**src/rtl/hs_arith_pkg.sv**
```systemverilog
// hs_arith_pkg: shared types and helpers for the binary/Gray converter pipeline
//   cvt_mode_e      per-beat conversion direction
//   gray_slice_bits bits resolved per pipeline stage, ceil(width/stages)
package hs_arith_pkg;
  typedef enum logic {CVT_BIN2GRAY = 1'b0, CVT_GRAY2BIN = 1'b1} cvt_mode_e;
  function automatic int gray_slice_bits(input int width, input int stages);
    return (width + stages - 1) / stages;
  endfunction
endpackage

```
**src/rtl/hs_arith_gray_pipe_stage.sv**
```systemverilog
// hs_arith_gray_pipe_stage: one register slice of the binary/Gray pipeline
//   clk, rst         clock, async active-high reset (clears v only)
//   v_i, adv_i       incoming beat valid, load enable for this slice
//   mode_i/acc_i/par_i/tag_i  beat fields from the previous slice (or the input port)
//   v_o/mode_o/acc_o/par_o/tag_o  registered fields of this slice
//   HI, LO           bit range resolved here for GRAY2BIN; HI < LO means a plain register slice
//   FIRST            slice 0: computes BIN2GRAY and uses a zero carry-in
module hs_arith_gray_pipe_stage
  import hs_arith_pkg::*;
#(
  parameter int WIDTH = 8,
  parameter int TAG_W = 4,
  parameter int HI    = 7,
  parameter int LO    = 0,
  parameter bit FIRST = 1'b0
) (
  input  logic             clk,
  input  logic             rst,
  input  logic             v_i,
  input  logic             adv_i,
  input  cvt_mode_e        mode_i,
  input  logic [WIDTH-1:0] acc_i,
  input  logic             par_i,
  input  logic [TAG_W-1:0] tag_i,
  output logic             v_o,
  output cvt_mode_e        mode_o,
  output logic [WIDTH-1:0] acc_o,
  output logic             par_o,
  output logic [TAG_W-1:0] tag_o
);
  logic             v_q;
  cvt_mode_e        mode_q;
  logic [WIDTH-1:0] acc_q, acc_d;
  logic             par_q, par_d;
  logic [TAG_W-1:0] tag_q;
  // par_d walks down the slice as the running prefix XOR; its final value is the
  // binary bit at LO, which is the carry-in for the next slice
  always_comb begin
    acc_d = acc_i;
    par_d = FIRST ? 1'b0 : par_i;
    if (mode_i == CVT_BIN2GRAY) acc_d = FIRST ? acc_i ^ (acc_i >> 1) : acc_i;
    else
      for (int i = WIDTH - 1; i >= 0; i--)
        if (i <= HI && i >= LO) begin
          par_d    = par_d ^ acc_i[i];
          acc_d[i] = par_d;
        end
  end
  always_ff @(posedge clk or posedge rst)
    if (rst) v_q <= 1'b0;
    else if (adv_i) v_q <= v_i;
  always_ff @(posedge clk)
    if (adv_i) begin
      mode_q <= mode_i;
      acc_q  <= acc_d;
      par_q  <= par_d;
      tag_q  <= tag_i;
    end
  assign v_o    = v_q;
  assign mode_o = mode_q;
  assign acc_o  = acc_q;
  assign par_o  = par_q;
  assign tag_o  = tag_q;
endmodule

```
**src/rtl/hs_arith_binary_gray_cvt_pipe.sv**
```systemverilog
// hs_arith_binary_gray_cvt_pipe: streaming binary<->Gray converter, STAGES-deep, valid/ready both sides
//   clk, rst, flush                  clock, async active-high reset, sync pipeline clear
//   in_valid/in_ready/in_mode/in_data/in_tag      input beat (mode 0 = BIN2GRAY, 1 = GRAY2BIN)
//   out_valid/out_ready/out_mode/out_data/out_tag output beat from the last slice
//   busy                             any slice holds a beat
module hs_arith_binary_gray_cvt_pipe
  import hs_arith_pkg::*;
#(
  parameter int WIDTH  = 8,
  parameter int STAGES = 2,
  parameter int TAG_W  = 4
) (
  input  logic             clk,
  input  logic             rst,
  input  logic             flush,
  input  logic             in_valid,
  output logic             in_ready,
  input  logic             in_mode,
  input  logic [WIDTH-1:0] in_data,
  input  logic [TAG_W-1:0] in_tag,
  output logic             out_valid,
  input  logic             out_ready,
  output logic             out_mode,
  output logic [WIDTH-1:0] out_data,
  output logic [TAG_W-1:0] out_tag,
  output logic             busy
);
  localparam int SL = gray_slice_bits(WIDTH, STAGES);
  if (WIDTH < 2 || WIDTH > 64 || STAGES < 1 || STAGES > 8 || STAGES > WIDTH || TAG_W < 1 || TAG_W > 16)
    begin : g_bad_params
    $fatal(1, "hs_arith_binary_gray_cvt_pipe: illegal WIDTH/STAGES/TAG_W");
  end
  logic [STAGES-1:0] v, ld;
  cvt_mode_e         mode [STAGES];
  logic [WIDTH-1:0]  acc  [STAGES];
  logic              par  [STAGES];
  logic [TAG_W-1:0]  tag  [STAGES];
  for (genvar s = 0; s < STAGES; s++) begin : g_stage
    localparam int HI = WIDTH - 1 - s * SL;
    localparam int LO = (WIDTH - (s + 1) * SL) > 0 ? WIDTH - (s + 1) * SL : 0;
    logic             vi, pi;
    cvt_mode_e        mi;
    logic [WIDTH-1:0] ai;
    logic [TAG_W-1:0] ti;
    if (s == 0) begin : g_src
      assign vi = in_valid & ~flush;
      assign mi = cvt_mode_e'(in_mode);
      assign ai = in_data;
      assign pi = 1'b0;
      assign ti = in_tag;
    end else begin : g_src
      assign vi = v[s-1] & ~flush;
      assign mi = mode[s-1];
      assign ai = acc[s-1];
      assign pi = par[s-1];
      assign ti = tag[s-1];
    end
    // a slice loads when empty or when its content moves on, so bubbles collapse
    if (s == STAGES - 1) begin : g_ld
      assign ld[s] = ~v[s] | out_ready;
    end else begin : g_ld
      assign ld[s] = ~v[s] | ld[s+1];
    end
    // flush forces every slice to load an invalid beat
    hs_arith_gray_pipe_stage #(
      .WIDTH(WIDTH), .TAG_W(TAG_W), .HI(HI), .LO(LO), .FIRST(s == 0)
    ) u_stage (
      .clk   (clk),
      .rst   (rst),
      .v_i   (vi),
      .adv_i (ld[s] | flush),
      .mode_i(mi),
      .acc_i (ai),
      .par_i (pi),
      .tag_i (ti),
      .v_o   (v[s]),
      .mode_o(mode[s]),
      .acc_o (acc[s]),
      .par_o (par[s]),
      .tag_o (tag[s])
    );
  end
  assign in_ready  = ld[0] & ~flush;
  assign out_valid = v[STAGES-1];
  assign out_mode  = mode[STAGES-1];
  assign out_data  = acc[STAGES-1];
  assign out_tag   = tag[STAGES-1];
  assign busy      = |v;
endmodule
```
**config.mk**
```make
export PLATFORM = sky130hd
export DESIGN_NAME = hs_arith_binary_gray_cvt_pipe
export DESIGN_NICKNAME = d
export VERILOG_FILES = /design/src/rtl/hs_arith_pkg.sv /design/src/rtl/hs_arith_gray_pipe_stage.sv /design/src/rtl/hs_arith_binary_gray_cvt_pipe.sv
export SDC_FILE = /design/constraint.sdc
export NUM_CORES = 1
export LEC_CHECK = 0
export CAP_MARGIN = 20
export CORE_MARGIN = 5
export CORE_UTILIZATION = 35
export DETAILED_ROUTE_END_ITERATION = 16
export MAX_ROUTING_LAYER = met4
export SLEW_MARGIN = 5
export SYNTH_ARGS = -nofsm -noshare
export SYNTH_HDL_FRONTEND = slang
export SYNTH_HIERARCHICAL = 1
export SYNTH_SLANG_ARGS = --single-unit
```
**constraint.sdc**
```tcl
create_clock -name clk -period 3.7 [get_ports clk]
set_input_delay 0.74 -clock clk [delete_from_list [all_inputs] [get_ports clk]]
set_output_delay 0.74 -clock clk [all_outputs]
set_load 0.005 [all_outputs]
```
**After elaboration in Yosys (flattened, before gate mapping)**

Cells that the tools add are included.

- Shift-type cells: 0
- Bitwise gates (word level): 18
- Magnitude comparators: 0
- Eq/ne operators: 0
- Add/sub/neg operators: 0
- Reduce and logical (&&, ||, !) cells: 1
- Multipliers: 0
- Div/mod/pow operators: 0
- Muxes and demuxes: 9

Operators by type and width:

| cell | number |
|---|---|
| $mux W4 | 3 |
| $xor A8 B7 Y8 | 1 |
| $xor A1 B1 Y1 | 7 |
| $mux W1 | 6 |
| $or A1 B1 Y1 | 4 |
| $and A1 B1 Y1 | 3 |
| $not A1 Y1 | 3 |
| $reduce_or A2 Y1 | 1 |

- Latch bits: 0
- Output and inout port bits: 16
- Logic and storage cells: 37
- Memories kept: 0
- Bits in writable memories: 0
- Register bits: 29
- ROM bits: 0

**Longest topological paths before layout**

- Word-level depth: 8
- Mapped depth: 4
- Gate-level depth less buffers: 4

**Modules after synthesis**

The synthesis kept the hierarchy.

By module, submodules not included:

| module | times used | cells an instance | area an instance (sq um) |
|---|---|---|---|
| hs_arith_gray_pipe_stage at g_stage[0].u_stage | 1 | 35 | 603.1 |
| hs_arith_gray_pipe_stage at g_stage[1].u_stage | 1 | 33 | 583.1 |
| hs_arith_binary_gray_cvt_pipe | 1 | 8 | 58.8 |

**Least setup slack after synthesis**

OpenSTA, ideal clock, no wires.

- Path type: in2reg
- Start: in flush
- End: reg g_stage[1].u_stage.v_q
- Buffers on the path: 0
- Data arrival time: 1537 ps
- Data required time: 3575 ps
- Setup slack: 2038 ps
- Cell stages on the path: 2
- Setup time: 125 ps
- Path through: nand2b_1 -> mux2_2

- Cells in the longest elaborated chain, start to end: 2
- Elaborated cells on any way between the ends: 3
- Those cells by class: 3 x bitwise

RTL lines:

| what | line | source |
|---|---|---|
| start, declared | hs_arith_binary_gray_cvt_pipe.sv:15 | `input logic flush,` |
| $not A1 Y1 | hs_arith_binary_gray_cvt_pipe.sv:52 | `assign vi = v[s-1] & ~flush;` |
| $and A1 B1 Y1 | hs_arith_binary_gray_cvt_pipe.sv:52 |  |
| end signal, assigned | hs_arith_gray_pipe_stage.sv:51 | `else if (adv_i) v_q <= v_i;` |
| end, declared | hs_arith_gray_pipe_stage.sv:31 | `logic v_q;` |

Several ways; a longest one is shown, not always the timed one.
A chain may end at the register's enable or synchronous reset.

**Worst setup path in the final report**

- Start: in out_ready
- End: out in_ready

- Cells in the longest elaborated chain, start to end: 3

RTL lines:

| what | line | source |
|---|---|---|
| start, declared | hs_arith_binary_gray_cvt_pipe.sv:22 | `input logic out_ready,` |
| $or A1 B1 Y1 | hs_arith_binary_gray_cvt_pipe.sv:60 | `assign ld[s] = ~v[s] \| out_ready;` |
| $or A1 B1 Y1 | hs_arith_binary_gray_cvt_pipe.sv:62 | `assign ld[s] = ~v[s] \| ld[s+1];` |
| $and A1 B1 Y1 | hs_arith_binary_gray_cvt_pipe.sv:83 | `assign in_ready = ld[0] & ~flush;` |
| end, declared | hs_arith_binary_gray_cvt_pipe.sv:17 | `output logic in_ready,` |

Every way passes these cells.

==> impl_metrics.csv <==
group,metric,value,unit
floorplanning,std_cell_rows,21,
global_routing,grt_max_degree,16,
floorplanning,die_w,68.1,microns
global_routing,grt_overflow_total,0,
flow_run,maxCapViolations,0,
clock_tree,clk_pin_slew_worst_paths,0.09,ns
setup_path,critPathCaptureType,"output pin",
logic_synthesis,syn_area_per_cell,16.9,sq um
setup_path,worst-path-buf-inv,2,
finish,final_util,50.5,%
place,hpwl,1260,microns
routing,drc,0,
timing,worst_pin_slew,0.624,ns
place,place_area,1570,sq um
clock_tree,post-cts-setup-buffer-count,0,
timing,relSlewSlack,58.4,%
floorplanning,die_y,68.1,microns
run_status,status,"finished, final reports clean",
finish,n_fill_cell,306,
floorplanning,die_area,4640,sq um
clock_tree,cts.sinks,29,
logic_synthesis,yosysWarningCount,6,
finish,antenna_cells,0,
logic_synthesis,synthCells,70,
clock_tree,cts-root-buf,"clkbuf_4",
min_path,min_path_type,"flip-flop to flip-flop",
clock_tree,clock_path_buffers,2,
timing,setup_violations,0,
setup_path,path_max_fanout,3,
floorplanning,ios,34,
power_and_ir_drop,leakagePower,0.615,nW
finish,layout-drive-gt1-share,12.6,%
routing,vias,621,
routing,drt_iter0_markers,21,
routing,wl,1620,microns
global_routing,grt_usage,8.30,%
setup_path,required,2.96,ns
clock_tree,clkLatencyLatePin,0.32,ns
clock_tree,cts-buffers-inserted,5,
timing,slew_viol_final,0,
setup_path,cp.arrival,1.96,ns
timing,finalCriticalPeriod,2.70,ns
finish,syn_to_final_growth,41.5,%
routing,wl_per_cell,10.3,microns
clock_tree,cts_tree,"done",
place,port_buffers,33,
timing,fin_skew,0.00768,ns
global_routing,grt_pass1_vias,600,
power_and_ir_drop,powerDensity,508,nW/um^2
place,gp_congestion,0.730,
global_routing,grt_pass1_wl,2570,microns
setup_path,crit_path_frequent_cell,"clkdlybuf4s50_1",
setup_path,startpoint_type,"input port",
setup_path,crit_family,"buffers and inverters",
finish,layout.cell_area.non_filler,1670,sq um
setup_path,worstSetupPathType,"input port to output pin",
timing,setup_tns,0,ns
timing,fin_crit_sh,72.9,%
setup_path,slowest_stage,"clkdlybuf4s50_1",
setup_path,crit_chain,"clkdlybuf4s50_1, nor2b_4, a21oi_1, clkdlybuf4s50_1",
routing,final_antenna_net_count,0,
timing,hold_viol_final,0,
timing,max_freq,0.371,GHz
global_routing,antenna_found_initial,0,
clock_tree,ctsResizeCount,0,
logic_synthesis,syn_area,1180,sq um
finish,fin_nets,128,
clock_tree,htree_levels,2,
setup_path,slowest_delay,0.51,ns
routing,vias_per_cell,3.96,
logic_synthesis,synth_fp_nets,88,
clock_tree,cts.hold.buffers_added,0,
power_and_ir_drop,max-vdd-ir-drop,0.214,mV
routing,dr.pass1.iters,4,
floorplanning,start_util,35.7,%
floorplanning,core,3310,sq um
timing,rsz0062_at_grt,"no",
-- per-layer routing --
metal	global-route usage [%]	wire length [microns]	share of wire [%]	up-vias
met4	5.96	41	2.5	0
met5	-	0	0	-
met2	12.3	711	44	30
li1	-	-	-	319
met3	4.11	157	9.7	4
met1	8.51	714	44	268
-- sequential cells by signal, indices dropped and copies added (netlist names) --
name and cells:
g_stage.u_stage/v_o 2, g_stage.u_stage/par_o 1, g_stage.u_stage/mode_o 2, g_stage.u_stage/tag_o 8
g_stage.u_stage/acc_o 16
-- through the flow --
stage	instances	setup slack (ns)	total power [W]	hold WS (ns)
finish	157	1.00	0.000850	0.426
global route	157	0.983	0.000890	0.447
CTS	157	0.995	0.000864	0.429
detailed placement	149	1.00	0.000549	0.406
global placement	149	1.02	0.000545	0.405
floorplan	70	2.04	0.000473	0.400
-- where the power goes --
part | switching (W) | internal, W
combinational | 0.0000385 | 0.0000829
sequential | 0.0000143 | 0.000402
clock | 0.000103 | 0.000209
-- cell type report --
class,count,area (sq um),area share (%)
Clock buffer,5,37.5,2.25
Clock inverter,3,65.1,3.89
Inverter,2,7.51,0.449
Multi-Input combinational cell,39,313,18.7
Sequential cell,29,861,51.5
Tap cell,46,57.6,3.44
Timing Repair Buffer,33,330,19.8
-- path summary, 6_finish.rpt --
kind / start / to / slack, ns / cells after the start
max reg2reg: g_stage[0].u_stage/v_o / g_stage[0].u_stage/v_o / 2.19 / 3
min in group asynchronous: rst / g_stage[0].u_stage/v_o / 0.58 / 2
max in group asynchronous: rst / g_stage[1].u_stage/v_o / 3.03 / 2
min: g_stage[0].u_stage/acc_o[5] / g_stage[1].u_stage/acc_o[5] / 0.43 / 0
min reg2reg: g_stage[0].u_stage/acc_o[5] / g_stage[1].u_stage/acc_o[5] / 0.43 / 0
max: out_ready / in_ready / 1.00 / 4
-- placed cells by master, fill, tap and decap left out --
cell type / instances
edfxtp_1: 27
and2_1: 1
bufinv_16: 2
clkbuf_4: 5
clkinv_2: 1
xor2_1: 3
nand2b_1: 5
mux2_2: 2
nor2b_1: 1
nor2b_4: 2
dfrtp_1: 2
a21oi_1: 1
nand2_1: 7
xnor2_1: 14
or2_1: 1
inv_1: 2
clkdlybuf4s50_1: 33
xor2_2: 2
Note: power is estimated with default switching activity, not from simulation.
